[src/rtl/usb_ep_pkg.sv]
// Shared definitions for the banked USB endpoint: status/command bit
// positions of the endpoint control register and handshake codes.
package usb_ep_pkg;

    localparam int ST_BANK   = 5;
    localparam int ST_TOGGLE = 4;
    localparam int ST_STALL  = 3;
    localparam int ST_EMPTY  = 1;
    localparam int ST_BUSY   = 0;

    localparam int CMD_COMMIT = 0;
    localparam int CMD_STALL  = 3;
    localparam int CMD_CLR1   = 4;
    localparam int CMD_CLR0   = 5;

    typedef enum logic [1:0] {
        hs_ack,
        hs_none,
        hs_nak,
        hs_stall
    } usb_hs_e;

endpackage

[src/rtl/usb_idle_timer.sv]
// Idle-cycle counter: expires after TIMEOUT consecutive enabled cycles.
// TIMEOUT=0 disables expiry entirely.
module usb_idle_timer #(
    parameter int TIMEOUT = 0
) (
    input  logic clk_i,
    input  logic rst_i,
    input  logic clr_i,
    input  logic en_i,
    output logic expire_o
);

    localparam int W = (TIMEOUT > 1) ? $clog2(TIMEOUT) : 1;
    localparam logic [W-1:0] LAST = (TIMEOUT > 0) ? W'(TIMEOUT - 1) : '0;

    logic [W-1:0] cnt_q, cnt_d;

    always_comb begin
        cnt_d = cnt_q;
        if (clr_i)
            cnt_d = '0;
        else if (en_i)
            cnt_d = cnt_q + 1'b1;
    end

    always_ff @(posedge clk_i) begin
        if (rst_i)
            cnt_q <= '0;
        else
            cnt_q <= cnt_d;
    end

    assign expire_o = (TIMEOUT != 0) && en_i && (cnt_q == LAST);

endmodule

[src/rtl/usb_ep_in_streamer.sv]
// Streams bytes into the free bank of a banked IN endpoint and commits the
// bank on full packet, end of transfer, or idle timeout.
module usb_ep_in_streamer
    import usb_ep_pkg::*;
#(
    parameter int MAX_PKT          = 64,
    parameter int TIMEOUT          = 0,
    parameter bit ZLP_ON_FULL_LAST = 1'b1
) (
    input  logic        clk_i,
    input  logic        rst_i,
    input  logic        en_i,
    input  logic [7:0]  s_data_i,
    input  logic        s_valid_i,
    input  logic        s_last_i,
    output logic        s_ready_o,
    output logic [6:0]  mem_addr_o,
    output logic [7:0]  mem_wr_data_o,
    output logic        mem_wr_en_o,
    output logic        ctrl_dir_in_o,
    input  logic [15:0] ctrl_rd_data_i,
    output logic [15:0] ctrl_wr_data_o,
    output logic [1:0]  ctrl_wr_en_o,
    output logic        busy_o,
    output logic [15:0] pkt_count_o
);

    typedef enum logic [1:0] {
        WAIT_BANK,
        FILL,
        SET_CNT,
        COMMIT
    } state_e;

    localparam logic [6:0] MAX_OFF = 7'(MAX_PKT);

    state_e      state_q;
    logic [6:0]  offset_q;
    logic        zlp_pend_q;
    logic        last_q;
    logic [15:0] pkt_count_q;

    logic accept;
    logic tmr_clr, tmr_en, tmr_expire;
    logic bank, ep_busy, ep_stall;
    logic unused_status;

    assign bank     = ctrl_rd_data_i[ST_BANK];
    assign ep_busy  = ctrl_rd_data_i[ST_BUSY];
    assign ep_stall = ctrl_rd_data_i[ST_STALL];
    assign unused_status = ^{ctrl_rd_data_i[15:6], ctrl_rd_data_i[ST_TOGGLE],
                             ctrl_rd_data_i[2], ctrl_rd_data_i[ST_EMPTY]};

    assign s_ready_o = (state_q == FILL) && (offset_q < MAX_OFF);
    assign accept    = s_valid_i && s_ready_o;

    assign mem_wr_en_o   = accept;
    assign mem_wr_data_o = s_data_i;
    assign mem_addr_o    = (state_q == FILL) ? {bank, offset_q[5:0]} : 7'd0;
    assign ctrl_dir_in_o = 1'b1;
    assign busy_o        = !((state_q == WAIT_BANK) && !zlp_pend_q);
    assign pkt_count_o   = pkt_count_q;

    always_comb begin
        ctrl_wr_en_o   = 2'b00;
        ctrl_wr_data_o = 16'h0000;
        case (state_q)
            SET_CNT: begin
                ctrl_wr_en_o   = 2'b10;
                ctrl_wr_data_o = {1'b0, offset_q, 8'h00};
            end
            COMMIT: begin
                ctrl_wr_en_o   = 2'b01;
                ctrl_wr_data_o = 16'b1 << CMD_COMMIT;
            end
            default: ;
        endcase
    end

    // Idle time only matters once a partial packet is sitting in the bank.
    assign tmr_clr = accept || (state_q != FILL);
    assign tmr_en  = (state_q == FILL) && (offset_q != 7'd0) && !accept;

    usb_idle_timer #(.TIMEOUT(TIMEOUT)) u_idle_timer (
        .clk_i    (clk_i),
        .rst_i    (rst_i),
        .clr_i    (tmr_clr),
        .en_i     (tmr_en),
        .expire_o (tmr_expire)
    );

    always_ff @(posedge clk_i) begin
        if (rst_i) begin
            state_q     <= WAIT_BANK;
            offset_q    <= 7'd0;
            zlp_pend_q  <= 1'b0;
            last_q      <= 1'b0;
            pkt_count_q <= 16'd0;
        end else begin
            case (state_q)
                WAIT_BANK: begin
                    if (en_i && !ep_busy && !ep_stall)
                        state_q <= zlp_pend_q ? SET_CNT : FILL;
                end
                FILL: begin
                    if (accept) begin
                        offset_q <= offset_q + 7'd1;
                        last_q   <= s_last_i;
                        if ((offset_q + 7'd1 == MAX_OFF) || s_last_i)
                            state_q <= SET_CNT;
                    end else if (tmr_expire) begin
                        state_q <= SET_CNT;
                    end
                end
                SET_CNT: state_q <= COMMIT;
                COMMIT: begin
                    // A full packet closing the transfer needs a trailing ZLP;
                    // the ZLP's own commit sees last_q=0 and clears the flag.
                    zlp_pend_q  <= ZLP_ON_FULL_LAST && last_q && (offset_q == MAX_OFF);
                    last_q      <= 1'b0;
                    offset_q    <= 7'd0;
                    pkt_count_q <= pkt_count_q + 16'd1;
                    state_q     <= WAIT_BANK;
                end
                default: state_q <= WAIT_BANK;
            endcase
        end
    end

endmodule

[config.mk]
export PLATFORM = sky130hd
export DESIGN_NAME = usb_ep_in_streamer
export DESIGN_NICKNAME = d
export VERILOG_FILES = /design/src/rtl/usb_ep_pkg.sv /design/src/rtl/usb_idle_timer.sv /design/src/rtl/usb_ep_in_streamer.sv
export SDC_FILE = /design/constraint.sdc
export NUM_CORES = 1
export LEC_CHECK = 0
export ABC_AREA = 1
export CAP_MARGIN = 20
export CORE_ASPECT_RATIO = 1.1
export CORE_MARGIN = 1.5
export CORE_UTILIZATION = 38
export CTS_CLUSTER_DIAMETER = 200
export DETAILED_ROUTE_END_ITERATION = 10
export GPL_TIMING_DRIVEN = 0
export PLACE_DENSITY = 0.76
export SYNTH_ARGS = -nofsm -noshare
export SYNTH_HDL_FRONTEND = slang
export SYNTH_SLANG_ARGS = --single-unit
[constraint.sdc]
create_clock -name clk_i -period 1.7 [get_ports clk_i]
set_clock_uncertainty 0.15 [all_clocks]
set_input_delay 0.34 -clock clk_i [delete_from_list [all_inputs] [get_ports clk_i]]
set_output_delay 0.34 -clock clk_i [all_outputs]
set_load 0.005 [all_outputs]
==> summary.txt <==
Timing
  • Final min period: 1.849 ns
  • Setup TNS: -1.190 ns
  • Worst setup margin: -0.1493 ns
  • Final max-slew violation count: 0
  • Max frequency: approximately 0.54 GHz
  • Final Hold Violating Endpoints: 0
  • Final Cycle Share: 1.088
  • Slew @ Worst Pin: roughly 0.64 ns
  • RSZ-0062 raised after global routing: yes
  • Slew headroom: 0.5747
  • Final Setup Violations: 16

Critical path
  • Crit-path cells: buf_6 -> ha_4 -> buf_8 -> buf_6 -> nand2_2 -> inv_2 -> buf_6
  • CP Capture Type: primary output
  • Max FO, Critical Path: 5
  • Cell mode on critical path: buf_6
  • Reg2Reg Setup Slack: 0 ns
  • R2R depth: 10
  • Worst path bufs/invs: 5
  • R2r endpoint: offset_q[5]
  • Critical Path Start Type: flip-flop
  • Crit path DAT: 1.36 ns
  • R2R Path Start: state_q[0]
  • CP Data Required Time: about 1.2 ns
  • CP max-delay cell: dfxtp_4
  • Critical path origin: state_q[1]
  • Critical path type: flip-flop to primary output
  • CP max stage delay: roughly 0.38 ns
  • CP delay by family, top: buffers and inverters

Die
  • Core area: roughly 0.0044 sq mm
  • # rows: 25
  • Die ar.: approximately 0.0051 sq mm
  • Die H: 74.84 microns
  • IO Pins: 82
  • Initial Util: 0.4043
  • Die W: slightly below 70 microns

GRT
  • Vias in the first global route: ~1700
  • GRT overflow: 0
  • Initial antenna violation count: 0
  • Total track usage: 0.1783
  • First-pass GRT wire length: 7.031 mm
  • Largest net degree at the start of global routing: 16

Clocking
  • Worst-skew pair later-pin latency: 0.28 ns
  • Root Buffer Master: clkbuf_8
  • CTS Buf Count: 3
  • H-tree levels: 1
  • CTS sink count: 27
  • Hold Buf Count CTS: 0
  • CTS tree: built
  • Reg clk slew, reported paths: ~0.090 ns
  • Maximum clock insertion buffer count: 2

Logic synthesis
  • Yosys warning count: 0
  • Synth cell types: 29
  • Yosys top cell area share: 0.3032
  • Main combinational cell family by area after synthesis: simple AND/OR/NAND/NOR gates
  • XOR/XNOR share of the synthesized area: 0.01965
  • #FFs+latches synth: 27
  • Synthesized area per cell: between 6 and 7 sq um
  • Ranking of synthesized cells by area: dfxtp_1 30%, nand2_1 12%, inv_1 9.3%
  • Synth Area in Compound Gates: 0.1046
  • Sequential share of the synthesized area: 0.3032
  • Gate count of the mapped netlist: 258
  • Post-synthesis instance area: ~0.0018 sq mm
  • Synth Area in Adders: 0.05614
  • Mux cell area share after synthesis: 0
  • Dominant cell type by area after synthesis: dfxtp_1
  • Simple-Gate Fraction of Synth Area: 0.3144

Routing
  • Detailed-route DRC error count: 0
  • Antenna Nets Post-Route: 0
  • Final WL: between 4 and 5 mm
  • DR top layer: met4
  • Metal3 WL: between 200 and 300 microns
  • Iter 0 DRT Violations: a little over 70
  • Via density: 4.708
  • Met2 WL post-DR: between 2 and 2.5 mm
  • Initial DRT Pass Iterations: 4
  • WL met1: about 2.0 mm
  • Vias: between 1500 and 2000
  • Avg WL per Cell: 11.87 microns

Min path
  • WHS Endpoint: pkt_count_o[0]
  • Hold_sp: pkt_count_o[0]
  • Worst hold-check path type: flip-flop to flip-flop
  • Hold-critical path depth: 1

Status
  • Status: complete, but fails checks
  • Failing checks: negative setup slack

Power and ir drop
  • Clk network pwr share: 0.161
  • Pint: about 0.0015 W
  • Leakage: 1.336 nW
  • Sw Ratio: 0.3607
  • Power Dens Cells: between 700 and 800 mW/mm^2
  • NetSw: 0.0008204 W
  • Reg power frac: 0.328
  • Worst vdd ir: between 300 and 400 uV
  • Combinational fraction of design power: 0.511

Final layout
  • Antenna cells: 0
  • Share of layout cells above drive strength 1: 0.4913
  • Area grow syn2layout: 61.82%
  • Final net count: between 300 and 400

Place
  • Pre-CTS setup slack: -0.3658 ns
  • IO Port Bufs: 51
  • HPWL after DPL: slightly above 3 mm
  • GPL Wtd Cong: a little under 0.9

Flow run
  • Max_cap viols: 0
-- registers in the layout, summed over array words and instances, names as in the netlist --
register     flops
pkt_count_o     16
offset_q         7
state_q          2
last_q           1
zlp_pend_q       1
-- metrics by stage --
| stage | cell area (sq um) | total power [W] | std cells | util | hold slack (ns) |
|---|---|---|---|---|---|
| CTS | 2641 | 0.002039 | 388 | 0.5989 | 0.3388 |
| global placement | 2387 | 0.001439 | 370 | 0.5413 | 0.3007 |
| finish | 2885 | 0.002275 | 400 | 0.6542 | 0.3429 |
| detailed placement | 2387 | 0.001466 | 370 | 0.5413 | 0.3245 |
| global route | 2885 | 0.002418 | 400 | 0.6542 | 0.3585 |
| floorplan | 1809 | 0.001191 | 265 | - | 0.2693 |
-- final cells by class --
| cell class | count | area [sq um] |
|---|---|---|
| Buffer | 23 | 177.7 |
| Clock buffer | 3 | 41.29 |
| Clock inverter | 1 | 5.005 |
| Fill cell | 380 | 1525 |
| Inverter | 47 | 183.9 |
| Multi-Input combinational cell | 167 | 1122 |
| Sequential cell | 27 | 589.3 |
| Tap cell | 54 | 67.56 |
| Timing Repair Buffer | 78 | 698.2 |
-- layout by cell type, fill, tap and decap left out, types with 2 or more instances in the layout --
| master | n |
|---|---|
| a21oi_1 | 11 |
| a21oi_2 | 6 |
| buf_2 | 6 |
| buf_4 | 38 |
| buf_6 | 17 |
| clkbuf_2 | 6 |
| clkbuf_8 | 3 |
| clkdlybuf4s50_1 | 31 |
| conb_1 | 9 |
| dfxtp_1 | 4 |
| dfxtp_2 | 15 |
| dfxtp_4 | 8 |
| ha_1 | 2 |
| ha_4 | 5 |
| inv_1 | 32 |
| inv_2 | 12 |
| inv_4 | 3 |
| nand2_1 | 36 |
| nand2_2 | 23 |
| nand2_4 | 3 |
| nand3_1 | 3 |
| nand3_2 | 9 |
| nand4_1 | 5 |
| nor2_1 | 18 |
| nor2_2 | 3 |
| nor2_4 | 4 |
| nor3_1 | 6 |
| o21ai_0 | 7 |
| o21ai_1 | 3 |
| xnor2_1 | 3 |
-- worst register-to-register path, stage by stage (launching register included) --
cell	delay [ns]
dfxtp_4	0.39
buf_6	0.11
ha_4	0.16
inv_4	0.04
nor2_4	0.10
nand2_4	0.06
buf_6	0.13
nor2_4	0.15
buf_6	0.15
nand3_2	0.08
a21oi_2	0.13
-- how the worst max path moves through the flow --
stage | slack [ns] | cells past startpoint | end
floorplan | 0.07 | 8 | pkt_count_o[14]
global placement | -0.35 | 6 | ctrl_wr_data_o[10]
detailed placement | -0.37 | 8 | mem_wr_en_o
CTS | -0.18 | 7 | ctrl_wr_data_o[14]
global route | -0.20 | 7 | ctrl_wr_data_o[10]
finish | -0.15 | 7 | ctrl_wr_data_o[14]
-- power groups by stage --
stage | clock [W] | combinational, W | sequential [W]
6_report | 0.000367 | 0.00116 | 0.000746
2_1_floorplan | 0 | 0.000473 | 0.000718
5_1_grt | 0.000407 | 0.00126 | 0.000753
3_5_place_dp | 0 | 0.000736 | 0.000729
3_3_place_gp | 0 | 0.000712 | 0.000727
4_1_cts | 0.000372 | 0.000914 | 0.000753
-- routing by layer --
layer	global-route usage	up-vias
met4	0.05333	0
li1	-	951
met2	0.3474	61
met1	0.2013	867
met5	0	-
met3	0.01644	4
-- Yosys cell counts --
master and n:
nor2_4 2, buf_4 19, conb_1 2, nor3_4 1
nand2_2 4, inv_2 3, ha_1 8, nand2_4 1
clkbuf_1 3, o31ai_4 1, buf_6 2, nand3_2 5
o21ai_0 8, nand4_1 5, xor2_1 1, o21a_1 1
inv_1 44, nor2_2 3, nand2_1 57, o21bai_1 1
dfxtp_1 27, nor4_4 1, xnor2_1 3, a32o_1 1
nand3_1 8, nor2_1 20, nor3_1 7, a21oi_1 17
o21ai_1 3
-- cell families (layout without fill, tap and decap cells) --
logic type               count (synthesis)  after routing
flip-flops                              27             27
XOR/XNOR                                 4              4
AO/OA/AOI/OAI                           32             32
other                                    2              9
AND/OR/NAND/NOR                        114            114
adder cells (fa/ha/maj)                  8              8
buffers and inverters                   71            152
-- timing repair --
| item | in CTS | in global routing |
|---|---|---|
| resized for setup | 108 | 80 |
| setup endpoints to repair | 41 | 44 |
| pin swaps | 10 | 17 |
| setup buffers | 14 | 13 |
No activity file was read; power rests on OpenSTA's default activity.
